$ cat src/rtl/mux4_rr_arbiter_if.sv
// Request/data/grant bundle between four requesters and the round-robin mux arbiter.
// The slave modport is the arbiter side; the master modport is the requester/consumer side.
interface mux4_rr_arbiter_if #(
  parameter int unsigned WIDTH = 1
);
  logic [3:0]       req;
  logic [WIDTH-1:0] in0;
  logic [WIDTH-1:0] in1;
  logic [WIDTH-1:0] in2;
  logic [WIDTH-1:0] in3;
  logic [3:0]       gnt;
  logic [1:0]       sel;
  logic             out_valid;
  logic [WIDTH-1:0] out_data;

  modport slave (
    input  req, in0, in1, in2, in3,
    output gnt, sel, out_valid, out_data
  );

  modport master (
    output req, in0, in1, in2, in3,
    input  gnt, sel, out_valid, out_data
  );
endinterface

$ cat src/rtl/mux4_rr_arbiter.sv
// Round-robin arbiter owning the select of a shared 4-to-1 mux, with a registered output.
// Optional macro ARB_HOLD_LIMIT_EN caps a grant at HOLD_MAX valid cycles while others wait.
module mux4_rr_arbiter #(
  parameter int unsigned WIDTH    = 1,
  parameter int unsigned HOLD_MAX = 4
) (
  input logic               clk,
  input logic               reset,
  mux4_rr_arbiter_if.slave  bus
);

  typedef enum logic [0:0] {StIdle, StBusy} state_e;

  if (HOLD_MAX < 1) begin : gen_bad_hold_max
    $error("HOLD_MAX must be >= 1");
  end

  state_e           state_q;
  logic [1:0]       last_q;
  logic [3:0]       gnt_q;
  logic [1:0]       sel_q;
  logic             valid_q;
  logic [WIDTH-1:0] data_q;

  logic             found;
  logic [1:0]       win;
  logic [1:0]       idx;
  logic [WIDTH-1:0] mux_data;
  logic             preempt;

  // Search starts just after the last served requester, wrapping mod 4.
  always_comb begin
    found = 1'b0;
    win   = last_q;
    idx   = '0;
    for (int k = 1; k <= 4; k++) begin
      idx = last_q + 2'(k);
      if (!found && bus.req[idx]) begin
        found = 1'b1;
        win   = idx;
      end
    end
  end

  always_comb begin
    mux_data = bus.in0;
    unique case (sel_q)
      2'd0: mux_data = bus.in0;
      2'd1: mux_data = bus.in1;
      2'd2: mux_data = bus.in2;
      2'd3: mux_data = bus.in3;
    endcase
  end

`ifdef ARB_HOLD_LIMIT_EN
  localparam int unsigned CntW = $clog2(HOLD_MAX + 1);

  logic [CntW-1:0] hold_cnt_q;
  logic            others;

  assign others  = |(bus.req & ~(4'b0001 << sel_q));
  assign preempt = others && (hold_cnt_q == CntW'(HOLD_MAX));
`else
  assign preempt = 1'b0;
`endif

  always_ff @(posedge clk) begin
    if (reset) begin
      state_q    <= StIdle;
      last_q     <= 2'd3;
      gnt_q      <= 4'b0000;
      sel_q      <= 2'd0;
      valid_q    <= 1'b0;
      data_q     <= '0;
`ifdef ARB_HOLD_LIMIT_EN
      hold_cnt_q <= '0;
`endif
    end else begin
      unique case (state_q)
        StIdle: begin
          gnt_q   <= 4'b0000;
          valid_q <= 1'b0;
          if (found) begin
            gnt_q      <= 4'b0001 << win;
            sel_q      <= win;
            state_q    <= StBusy;
`ifdef ARB_HOLD_LIMIT_EN
            hold_cnt_q <= '0;
`endif
          end
        end
        StBusy: begin
          if (bus.req[sel_q] && !preempt) begin
            data_q  <= mux_data;
            valid_q <= 1'b1;
`ifdef ARB_HOLD_LIMIT_EN
            if (hold_cnt_q != CntW'(HOLD_MAX)) hold_cnt_q <= hold_cnt_q + 1'b1;
`endif
          end else begin
            // Voluntary or forced release; sel and out_data keep their last values.
            gnt_q   <= 4'b0000;
            valid_q <= 1'b0;
            last_q  <= sel_q;
            state_q <= StIdle;
          end
        end
      endcase
    end
  end

  assign bus.gnt       = gnt_q;
  assign bus.sel       = sel_q;
  assign bus.out_valid = valid_q;
  assign bus.out_data  = data_q;

endmodule

$ cat src/flat_wrapper.sv
// flat-port wrapper written by rule: the top's interface ports become plain ports
module mux4_rr_arbiter_flat 
#(
  parameter int unsigned WIDTH    = 1,
  parameter int unsigned HOLD_MAX = 4
)
  (clk, reset, bus_req, bus_in0, bus_in1, bus_in2, bus_in3, bus_gnt, bus_sel, bus_out_valid, bus_out_data);
  mux4_rr_arbiter_if #(.WIDTH(WIDTH)) bus_i ();
  input logic clk;
  input logic reset;
  input wire logic [$bits(bus_i.req)-1:0] bus_req;
  input wire logic [$bits(bus_i.in0)-1:0] bus_in0;
  input wire logic [$bits(bus_i.in1)-1:0] bus_in1;
  input wire logic [$bits(bus_i.in2)-1:0] bus_in2;
  input wire logic [$bits(bus_i.in3)-1:0] bus_in3;
  output wire logic [$bits(bus_i.gnt)-1:0] bus_gnt;
  output wire logic [$bits(bus_i.sel)-1:0] bus_sel;
  output wire logic [$bits(bus_i.out_valid)-1:0] bus_out_valid;
  output wire logic [$bits(bus_i.out_data)-1:0] bus_out_data;
  assign bus_i.req = bus_req;
  assign bus_i.in0 = bus_in0;
  assign bus_i.in1 = bus_in1;
  assign bus_i.in2 = bus_in2;
  assign bus_i.in3 = bus_in3;
  assign bus_gnt = bus_i.gnt;
  assign bus_sel = bus_i.sel;
  assign bus_out_valid = bus_i.out_valid;
  assign bus_out_data = bus_i.out_data;
  mux4_rr_arbiter #(.WIDTH(WIDTH), .HOLD_MAX(HOLD_MAX)) u_core (.clk(clk), .reset(reset), .bus(bus_i));
endmodule
$ cat config.mk
export PLATFORM = sky130hd
export DESIGN_NAME = mux4_rr_arbiter_flat
export DESIGN_NICKNAME = d
export VERILOG_FILES = /design/src/rtl/mux4_rr_arbiter_if.sv /design/src/rtl/mux4_rr_arbiter.sv /design/src/flat_wrapper.sv
export SDC_FILE = /design/constraint.sdc
export NUM_CORES = 1
export LEC_CHECK = 0
export ABC_AREA = 1
export BUFFER_PORTS_ARGS = -buffer_cell sky130_fd_sc_hd__buf_4
export CAP_MARGIN = 15
export CELL_PAD_IN_SITES_DETAIL_PLACEMENT = 0
export CELL_PAD_IN_SITES_GLOBAL_PLACEMENT = 2
export CORE_ASPECT_RATIO = 0.75
export CORE_MARGIN = 2
export CORE_UTILIZATION = 28
export CTS_CLUSTER_DIAMETER = 60
export DETAILED_ROUTE_END_ITERATION = 10
export GPL_TIMING_DRIVEN = 0
export HOLD_SLACK_MARGIN = 0.15
export PLACE_DENSITY_LB_ADDON = 0.15
export SLEW_MARGIN = 20
export SYNTH_ARGS = -nofsm -noshare
export SYNTH_HDL_FRONTEND = slang
export SYNTH_SLANG_ARGS = --single-unit
$ cat constraint.sdc
create_clock -name clk -period 1.81 [get_ports clk]
set_clock_uncertainty 0.05 [all_clocks]
set_input_delay 0.362 -clock clk [delete_from_list [all_inputs] [get_ports clk]]
set_output_delay 0.362 -clock clk [all_outputs]
set_load 0.05 [all_outputs]
==> summary.txt, run 1 <==
Initial Util = 29.1%
Hold path startpoint = reset
Crit path max fanout = 8
Syn Nets = 134
RePlAce Congestion = 0.676
CP required = 1.89 ns
Post-CTS setup buffer count = 0
# resized after CTS = 0
Die Span X = 67.5 µm
Clock slew seen by the registers of the worst setup and hold paths = 0.05 ns
Warnings, synthesis = 0
DR vias = 842
Initial antenna violation count = 0
Peak VDD IR = 0.501 mV
Share of layout cells above drive strength 1 = 33.1%
Final hold vios = 0
Critical Path End Type = register
PwrDens = 2020 mW/mm²
Hold path cells = 2
Max H-tree Level = 1
Vias in the first global route = 711
Synth-to-Final Area Change = 26.0%
Pin slew with the least headroom to its limit = 0.344 ns
Routed WL = 1890 µm
Total gr overflow = 0
Die area = 0.00349 mm²
Std-Cell Rows = 17
Hold endpoint = u_core.bus.sel[0]
Largest net degree at the start of global routing = 11
# setup viols final = 0
Period utilization = 88.8%
DR pass1 iterations = 4
Global-route wire length before repair = 3240 µm
Worst EP arrival = 1.69 ns
Count of unique library cells instantiated by Yosys = 23
Core area = 0.00291 mm²
Residual DRC count = 0
Worst hold path class = in2reg
DR WL/cell = 10.3 µm
Flop-to-flop setup slack = 0.20 ns
FMAX = 622 MHz
CTS Buf Count = 3
Area occupied by multi-input gates = 566 µm²
Seq/Total Area, Yosys = 26.0%
# IOs = 18
Die Y = 51.6 µm
Max-cap viol count = 0
Post-DP HPWL = 1560 µm
RSZ-0062 raised after global routing = no
CP Launch Type = register
CTS Sinks = 11
R2R depth = 11
Fin area = 0.00107 mm²
GRT Overall Usage = 12.2%
Leak = 0.518 nW
Reg2Reg Launch Point = u_core.last_q[1]
FF+latch area = 220 µm²
DR iter-0 viols = 40
Max-slew headroom = 77.0%
Hold slack = 0.271 ns
Fill cells = 310
Post-DR vias/cell = 4.60
Critical Path Source = u_core.last_q[1]
Netlist Area Pre-Place = 847 µm²
#FFs+latches synth = 11
Setup CP Type = reg2reg
CTS tree = done
# diodes = 0
Placed cell areas = 0.00102 mm²
Setup_tns = 0 ns
Final net count = 156
Status = completed
Reg2reg end = u_core.bus.gnt[1]
Crit path time final = 1.61 ns
Total power = 2.15 mW
Mapped Cells = 124
CTS max path bufs = 2
Syn avg cell area = 6.83 µm²
Hold buffers post-CTS = 0
Slew Limit Fails = 0
Clock root cell = clkbuf_8
Skew-Pair Late Insertion Delay = 0.24 ns
Post-route ant nets = 0
Buffers on Ports = 17
Post-layout util = 36.6%
==> power breakdown <==
| group | total [mW] | internal (mW) | switching, mW |
|---|---|---|---|
| sequential | 0.418 | 0.338 | 0.0799 |
| combinational | 1.49 | 0.479 | 1.01 |
| clock | 0.244 | 0.154 | 0.0899 |
==> cells in the mapped netlist (all sizes together) <==
master / instances / area, µm²
nand2: 59 / 307
nand3: 23 / 133
dfxtp: 11 / 220
inv: 9 / 41.3
nor2: 7 / 50.1
a21oi: 5 / 28.8
o21ai: 4 / 20.0
nand4: 2 / 12.5
buf: 1 / 11.3
clkinv: 1 / 8.76
o211ai: 1 / 7.51
o21bai: 1 / 7.51
==> per-stage QoR <==
stage,worst slack (ns),std cells
2_1_floorplan,0.228,124
3_3_place_gp,0.233,179
3_5_place_dp,0.221,179
4_1_cts,0.213,183
5_1_grt,0.00886,183
6_report,0.202,183
==> sequential cells by signal (all words and copies together) (netlist names) <==
name                  cells
u_core.bus.gnt            4
u_core.bus.out_data       1
u_core.bus.out_valid      1
u_core.bus.sel            2
u_core.last_q             2
u_core.state_q            1
==> worst max-delay path, stage by stage, from the launching register on <==
cell     delay [ns]
dfxtp_1        0.46
inv_2          0.13
nand2_2        0.08
nand2_2        0.08
nand2_4        0.10
nand2_8        0.09
nor2_2         0.11
nand2_1        0.06
nand3_1        0.08
nand2_1        0.10
nand3_1        0.11
nand2_1        0.05
==> cell families (layout without fill, tap and decap cells) <==
logic type,Yosys count,count (layout),synth area share (%)
AO/OA/AOI/OAI,11,11,7.53
buffers and inverters,11,32,7.24
flip-flops,11,11,26.0
AND/OR/NAND/NOR,91,91,59.2
==> cells in the final DEF, fill, tap and decap left out, drive strengths merged <==
cell type and n:
a21oi 5, buf 18, clkbuf 4, clkinv 1, dfxtp 11, inv 9
nand2 59, nand3 23, nand4 2, nor2 7, o211ai 1, o21ai 4
o21bai 1
==> metal layers <==
metal / GRT usage, % / up-vias / part of all wire (%)
met3: 3.90 / 0 / 6.6
met4: 1.02 / 0 / 0
met2: 18.0 / 24 / 42
met5: 0 / - / 0
li1: - / 451 / -
met1: 17.9 / 367 / 51
==> area by class of cell <==
type / instances / share of cell area, %
Buffer: 1 / 1.06
Clock buffer: 4 / 4.22
Inverter: 10 / 4.69
Multi-Input combinational cell: 102 / 53.0
Sequential cell: 11 / 20.6
Tap cell: 38 / 4.45
Timing Repair Buffer: 17 / 12.0
==> worst max-delay path by stage <==
| stage | to | slack (ns) |
|---|---|---|
| after floorplan | u_core.last_q[1] | 0.23 |
| after global placement | u_core.bus.gnt[1] | 0.23 |
| after detailed placement | u_core.bus.gnt[1] | 0.22 |
| after CTS | u_core.bus.gnt[1] | 0.21 |
| after global routing | u_core.bus.gnt[1] | 0.009 |
| final | u_core.bus.gnt[1] | 0.20 |
(Power assumes the default switching activity.)
==> run 2, diff against run 1 <==
--- a/config.mk
+++ b/config.mk
@@ -6,7 +6,7 @@
 export NUM_CORES = 1
 export LEC_CHECK = 0
 export ABC_AREA = 1
-export BUFFER_PORTS_ARGS = -buffer_cell sky130_fd_sc_hd__buf_4
+export BUFFER_PORTS_ARGS = -buffer_cell sky130_fd_sc_hd__buf_2
 export CAP_MARGIN = 15
 export CELL_PAD_IN_SITES_DETAIL_PLACEMENT = 0
 export CELL_PAD_IN_SITES_GLOBAL_PLACEMENT = 2
==> run 2 against run 1 <==
  * Die area stayed put
  * Register-to-register slack better by 0.02 ns
  * Wire length is 3.1% higher
  * Non-clock buffer count stayed put
  * Critical path depth stayed put
  * Clock power hardly changed
  * Power is 2.4% lower
  * Critical endpoint unchanged
  * Highest routed layer unchanged
==> summary.txt, run 2 (synthesized netlist as in run 1, its figures left out) <==
Met2 Track Usage GR = 19.3% (+1.3 points)
CTS Sinks = 11 (unchanged)
Most frequent cells in the layout = nand2_1 (44), nand3_1 (21), buf_2 (17)
DR pass1 iterations = 4 (unchanged)
Leading cell type in the layout, fill and taps excluded = nand2_1
CTS max path bufs = 2 (unchanged)
Final Non-Filler Cells = 183 (unchanged)
Clock slew seen by the registers of the worst setup and hold paths = 0.05 ns (about the same)
Die Y = 51.6 µm (unchanged)
Std-Cell Rows = 17 (unchanged)
GRT Overall Usage = 13.0% (+0.74 points)
CP required = 1.88 ns (about the same)
Hold buffers post-CTS = 0 (unchanged)
Dpl cells = 179 (unchanged)
Core area = 0.00291 mm² (unchanged)
Max-cap viol count = 0 (unchanged)
DR vias = 859 (+2.0%)
Slew Limit Fails = 0 (unchanged)
Max-slew headroom = 78.7% (+1.7 points)
Worst setup margin = 0.224 ns (+0.0220 ns)
Routing usage on met3 = 3.90% (unchanged)
Number of flip-flops in the largest register = 4 (unchanged)
Setup CP Type = reg2reg
DR iter-0 viols = 39 (-2.5%)
Reg2reg end = u_core.bus.gnt[1]
# diodes = 0 (unchanged)
Post-CTS setup buffer count = 0 (unchanged)
Pin slew with the least headroom to its limit = 0.318 ns (-0.0261 ns)
Status = completed
Leak = 0.509 nW (-1.7%)
Reg2Reg Launch Point = u_core.last_q[1]
Largest net degree at the start of global routing = 11 (unchanged)
CTS Buf Count = 3 (unchanged)
Global-route wire length before repair = 3390 µm (+4.7%)
CTS tree = done
# resized after CTS = 0 (unchanged)
Post-route ant nets = 0 (unchanged)
Hold path cells = 2 (unchanged)
Peak VDD IR = 0.493 mV (-1.5%)
Die Span X = 67.5 µm (unchanged)
Max H-tree Level = 1 (unchanged)
Crit path time final = 1.59 ns (-0.0220 ns)
R2R depth = 11 (unchanged)
Residual DRC count = 0 (unchanged)
Initial antenna violation count = 0 (unchanged)
Crit path max fanout = 8 (unchanged)
Post-DR vias/cell = 4.69 (+2.0%)
Routed WL = 1950 µm (+3.1%)
FMAX = 631 MHz (+1.4%)
Post-DP HPWL = 1610 µm (+2.9%)
GR peak layer = met2
Hold path startpoint = reset
PwrDens = 2050 mW/mm² (+1.7%)
Flop-to-flop setup slack = 0.22 ns (+0.02 ns)
RSZ-0062 raised after global routing = no
Buffers on Ports = 17 (unchanged)
Synth-to-Final Area Change = 21.0%
Hold endpoint = u_core.bus.sel[0]
Total power = 2.10 mW (-2.4%)
Die area = 0.00349 mm² (unchanged)
Clock root cell = clkbuf_8
Pre-CTS setup slack = 0.216 ns (-0.00453 ns)
# IOs = 18 (unchanged)
Met1 GRT Util = 18.6% (+0.68 points)
CP Launch Type = register
# setup viols final = 0 (unchanged)
RePlAce Congestion = 0.687 (+1.7%)
DR WL/cell = 10.7 µm (+3.1%)
Setup_tns = 0 ns (unchanged)
Share of layout cells above drive strength 1 = 33.1% (unchanged)
Total gr overflow = 0 (unchanged)
Worst hold path class = in2reg
Critical Path End Type = register
Skew-Pair Late Insertion Delay = 0.24 ns (about the same)
Final hold vios = 0 (unchanged)
Period utilization = 87.6% (-1.2 points)
Worst EP arrival = 1.66 ns (-0.03 ns)
Hold slack = 0.285 ns (+0.0133 ns)
Final net count = 156 (unchanged)
Initial Util = 29.1% (unchanged)
Vias in the first global route = 759 (+6.8%)
-- run 2: cell counts in the layout (fill, tap and decap cells not counted) --
Identical to the previous run, type by type.
-- run 2: how the worst max path moves through the flow --
| stage | startpoint | end | slack [ns] | depth (start not counted) |
|---|---|---|---|---|
| 2_1_floorplan | u_core.bus.sel[0] | u_core.last_q[1] | 0.23 | 6 |
| 3_3_place_gp | u_core.last_q[1] | u_core.bus.gnt[1] | 0.22 | 11 |
| 3_5_place_dp | u_core.last_q[1] | u_core.bus.gnt[1] | 0.22 | 11 |
| 4_1_cts | u_core.last_q[1] | u_core.bus.gnt[1] | 0.21 | 12 |
| 5_1_grt | u_core.last_q[1] | u_core.bus.gnt[0] | 0.03 | 12 |
| 6_report | u_core.last_q[1] | u_core.bus.gnt[1] | 0.22 | 11 |
-- run 2: routing by layer --
metal  vias to the layer above  wire length (µm)
li1                        445                 -
met3                         0                83
met4                         0                 0
met2                        19               852
met5                         -                 0
met1                       395              1010
-- run 2: power breakdown --
part           internal [mW]  switching, mW
Sequential             0.338         0.0785
Combinational          0.435           1.01
Clock                  0.154         0.0867
-- run 2: area by class of cell --
cell class                 instances  area (µm²)
tap                               38        47.5
buffer                             1        11.3
multi-input combinational        102         566
timing repair buffer              17        85.1
fill                             328        1890
inverter                          10        50.0
clock buffer                       4        45.0
sequential                        11         220
-- run 2: critical path, stage by stage (launching register included) --
cell,delay [ns]
dfxtp_1,0.46
inv_2,0.14
nand2_2,0.08
nand2_2,0.08
nand2_4,0.10
nand2_8,0.09
nor2_8,0.10
nand3_2,0.09
nand2_4,0.12
nor2_2,0.06
nand3_1,0.07
nand2_1,0.05
-- run 2: metrics by stage --
stage | util (%) | cell area, µm²
final | 35.2 | 1020
after global routing | 35.2 | 1020
after CTS | 35.2 | 1020
after detailed placement | 33.6 | 980
after global placement | 33.6 | 980
after floorplan | - | 847
==> run 3, diff against run 2 <==
--- a/config.mk
+++ b/config.mk
@@ -12,11 +12,11 @@
 export CELL_PAD_IN_SITES_GLOBAL_PLACEMENT = 2
 export CORE_ASPECT_RATIO = 0.75
 export CORE_MARGIN = 2
-export CORE_UTILIZATION = 28
+export CORE_UTILIZATION = 25
 export CTS_CLUSTER_DIAMETER = 60
 export DETAILED_ROUTE_END_ITERATION = 10
-export GPL_TIMING_DRIVEN = 0
 export HOLD_SLACK_MARGIN = 0.15
+export MAX_ROUTING_LAYER = met4
 export PLACE_DENSITY_LB_ADDON = 0.15
 export SLEW_MARGIN = 20
 export SYNTH_ARGS = -nofsm -noshare
==> constraint.sdc (replaced) <==
create_clock -name clk -period 1.3 [get_ports clk]
set_clock_uncertainty 0.05 [all_clocks]
set_input_delay 0.26 -clock clk [delete_from_list [all_inputs] [get_ports clk]]
set_output_delay 0.26 -clock clk [all_outputs]
set_load 0.05 [all_outputs]
==> run 3 against run 2 <==
  * The run now ends with negative setup slack left
  * Setup slack worse by 0.45 ns
  * Die area rose by 11%
  * Via count rose by 8.6%
  * Clock power up 41%
  * Register-to-register slack worse by 0.45 ns
  * Global-route usage rose by 0.38 points
  * Sequential cell count did not move
  * Sequential power rose by 45%
  * Sequential share of layout area shrank 4.9 points
  * Final cell count is 15% higher
  * First-iteration DRC count down 10%
  * Critical path type unchanged
  * Largest power group unchanged
  * Highest routed layer is now met4
==> summary.txt, run 3 (synthesized netlist as in run 1, its figures left out) <==
Buffers on Ports = 17 (unchanged)
DR vias = 933 (+8.6%)
CP required = 1.38 ns (-0.50 ns)
Residual DRC count = 0 (unchanged)
Max H-tree Level = 1 (unchanged)
Final Non-Filler Cells = 211 (+15%)
Routed WL = 2370 µm (+22%)
Internal power = 1.84 mW (+98%)
Core area = 0.00327 mm² (+12%)
Period utilization = 118% (+30 points)
Pin slew with the least headroom to its limit = 0.322 ns (+0.00445 ns)
CTS tree = done
# diodes = 0 (unchanged)
DR pass1 iterations = 4 (unchanged)
Die area = 0.00387 mm² (+11%)
CTS Buf Count = 3 (unchanged)
Clock slew seen by the registers of the worst setup and hold paths = 0.05 ns (about the same)
DR WL/cell = 11.2 µm (+5.6%)
Global-route wire length before repair = 3880 µm (+14%)
Final net count = 182 (+17%)
Crit path time final = 1.53 ns (-0.0561 ns)
Final hold vios = 0 (unchanged)
Share of layout cells above drive strength 1 = 62.6% (+29 points)
Leak = 0.690 nW (+36%)
Setup CP Type = reg2reg
# IOs = 18 (unchanged)
Critical Path End Type = register
Post-route ant nets = 0 (unchanged)
Post-DP HPWL = 1820 µm (+13%)
Skew-Pair Late Insertion Delay = 0.24 ns (about the same)
Worst setup margin = -0.230 ns (-0.454 ns)
RePlAce Congestion = 0.804 (+17%)
Status = complete, but fails checks
Crit path max fanout = 8 (unchanged)
Flop-to-flop setup slack = -0.23 ns (-0.45 ns)
DR iter-0 viols = 35 (-10%)
FMAX = 654 MHz (+3.7%)
Hold path startpoint = reset
CP Launch Type = register
Leading cell type in the layout, fill and taps excluded = nand2_1
R2R depth = 12 (+1)
GRT Overall Usage = 13.3% (+0.38 points)
# setup viols final = 7 (+7)
Clock share of power = 8.9% (-2.6 points)
Number of flip-flops in the largest register = 4 (unchanged)
Peak VDD IR = 0.895 mV (+81%)
Register share of total power = 15.7% (-4.1 points)
Failing checks = negative setup slack
Initial Util = 25.9% (-3.1 points)
RSZ-0062 raised after global routing = yes
Sw frac = 52.2% (-3.7 points)
CTS Sinks = 11 (unchanged)
Die Span X = 71.2 µm (+5.5%)
Hold slack = 0.197 ns (-0.0873 ns)
Total gr overflow = 0 (unchanged)
Slew Limit Fails = 0 (unchanged)
Max-slew headroom = 78.5% (-0.24 points)
Clock root cell = clkbuf_8
Worst EP arrival = 1.61 ns (-0.05 ns)
Dpl cells = 200 (+12%)
Std-Cell Rows = 18 (+1)
Hold path cells = 2 (unchanged)
Total power = 3.84 mW (+83%)
Hold endpoint = u_core.bus.sel[0]
Post-DR vias/cell = 4.42 (-5.8%)
Psw = 2.00 mW (+71%)
Max-cap viol count = 0 (unchanged)
CTS max path bufs = 2 (unchanged)
Reg2reg end = u_core.bus.sel[1]
Combinational share of power = 75.4% (+6.7 points)
Pre-CTS setup slack = -0.235 ns (-0.451 ns)
Initial antenna violation count = 0 (unchanged)
Worst hold path class = in2reg
Vias in the first global route = 889 (+17%)
PwrDens = 2740 mW/mm² (+33%)
Largest net degree at the start of global routing = 9 (-2)
Setup_tns = -1.47 ns (-1.47 ns)
Synth-to-Final Area Change = 65.6%
Most frequent cells in the layout = nand2_1 (28), buf_4 (27), nand2_2 (17)
Reg2Reg Launch Point = u_core.last_q[0]
Die Y = 54.4 µm (+5.4%)
-- run 3: cell count changes in the layout (fill, tap and decap cells not counted), moves of 7 or more --
cell and change:
nand2_1 -16, nand3_1 -7, nand3_2 +7, nand2_4 +8, buf_4 +27, nand2_2 +8
-- run 3: how the worst max path moves through the flow --
| stage | startpoint | to | slack (ns) |
|---|---|---|---|
| 6_report | u_core.last_q[0] | u_core.bus.sel[1] | -0.23 |
| 5_1_grt | u_core.last_q[0] | u_core.bus.sel[1] | -0.31 |
| 4_1_cts | u_core.last_q[0] | u_core.bus.gnt[0] | -0.21 |
| 3_5_place_dp | u_core.last_q[0] | u_core.bus.gnt[0] | -0.23 |
| 3_3_place_gp | u_core.last_q[0] | u_core.bus.gnt[0] | -0.23 |
| 2_1_floorplan | u_core.last_q[0] | u_core.bus.gnt[0] | -0.07 |
-- run 3: stage by stage --
stage	util (%)	instance area, µm²
CTS	39.7	1300
detailed placement	35.2	1150
global placement	35.2	1150
finish	43.0	1400
floorplan	-	863
global route	43.0	1400
-- run 3: layout make-up --
cell class | instances | area (µm²)
Tap cell | 40 | 50.0
Fill cell | 326 | 1860
Sequential cell | 11 | 233
Clock buffer | 4 | 45.0
Multi-Input combinational cell | 102 | 706
Inverter | 10 | 60.1
Timing Repair Buffer | 44 | 309
-- run 3: power by group through the flow --
stage | Sequential [mW] | Combinational, mW | Clock, mW
finish | 0.603 | 2.90 | 0.341
global route | 0.624 | 3.14 | 0.375
CTS | 0.591 | 2.61 | 0.357
detailed placement | 0.585 | 2.35 | 0
global placement | 0.590 | 2.35 | 0
floorplan | 0.918 | 1.36 | 0
-- run 3: per-layer routing --
metal	global-route usage [%]	vias up	wire length, µm
met5	-	-	0
met4	3.77	0	19
met3	3.31	2	70
met2	20.5	16	1060
met1	17.6	416	1220
li1	-	499	-
-- run 3: what timing repair did --
| action | CTS | global route |
|---|---|---|
| pin swaps | 12 | 17 |
| hold endpoints to repair | 0 | 0 |
| hold buffers | 0 | 0 |
| resized for setup | 24 | 23 |
| endpoints found under the setup margin | 9 | 10 |
| buffers inserted | 3 | 4 |
-- run 3: critical path, cell delays in order (launching register included) --
cell and delay, ns:
dfxtp_2 0.33, buf_12 0.14, inv_12 0.05, nand2_4 0.06
nand2_4 0.06, nand2_4 0.10, nand2_8 0.09, nor2_8 0.13
nand3_2 0.10, nand2_4 0.14, nand2_2 0.07, nand2_2 0.06
a21oi_2 0.03
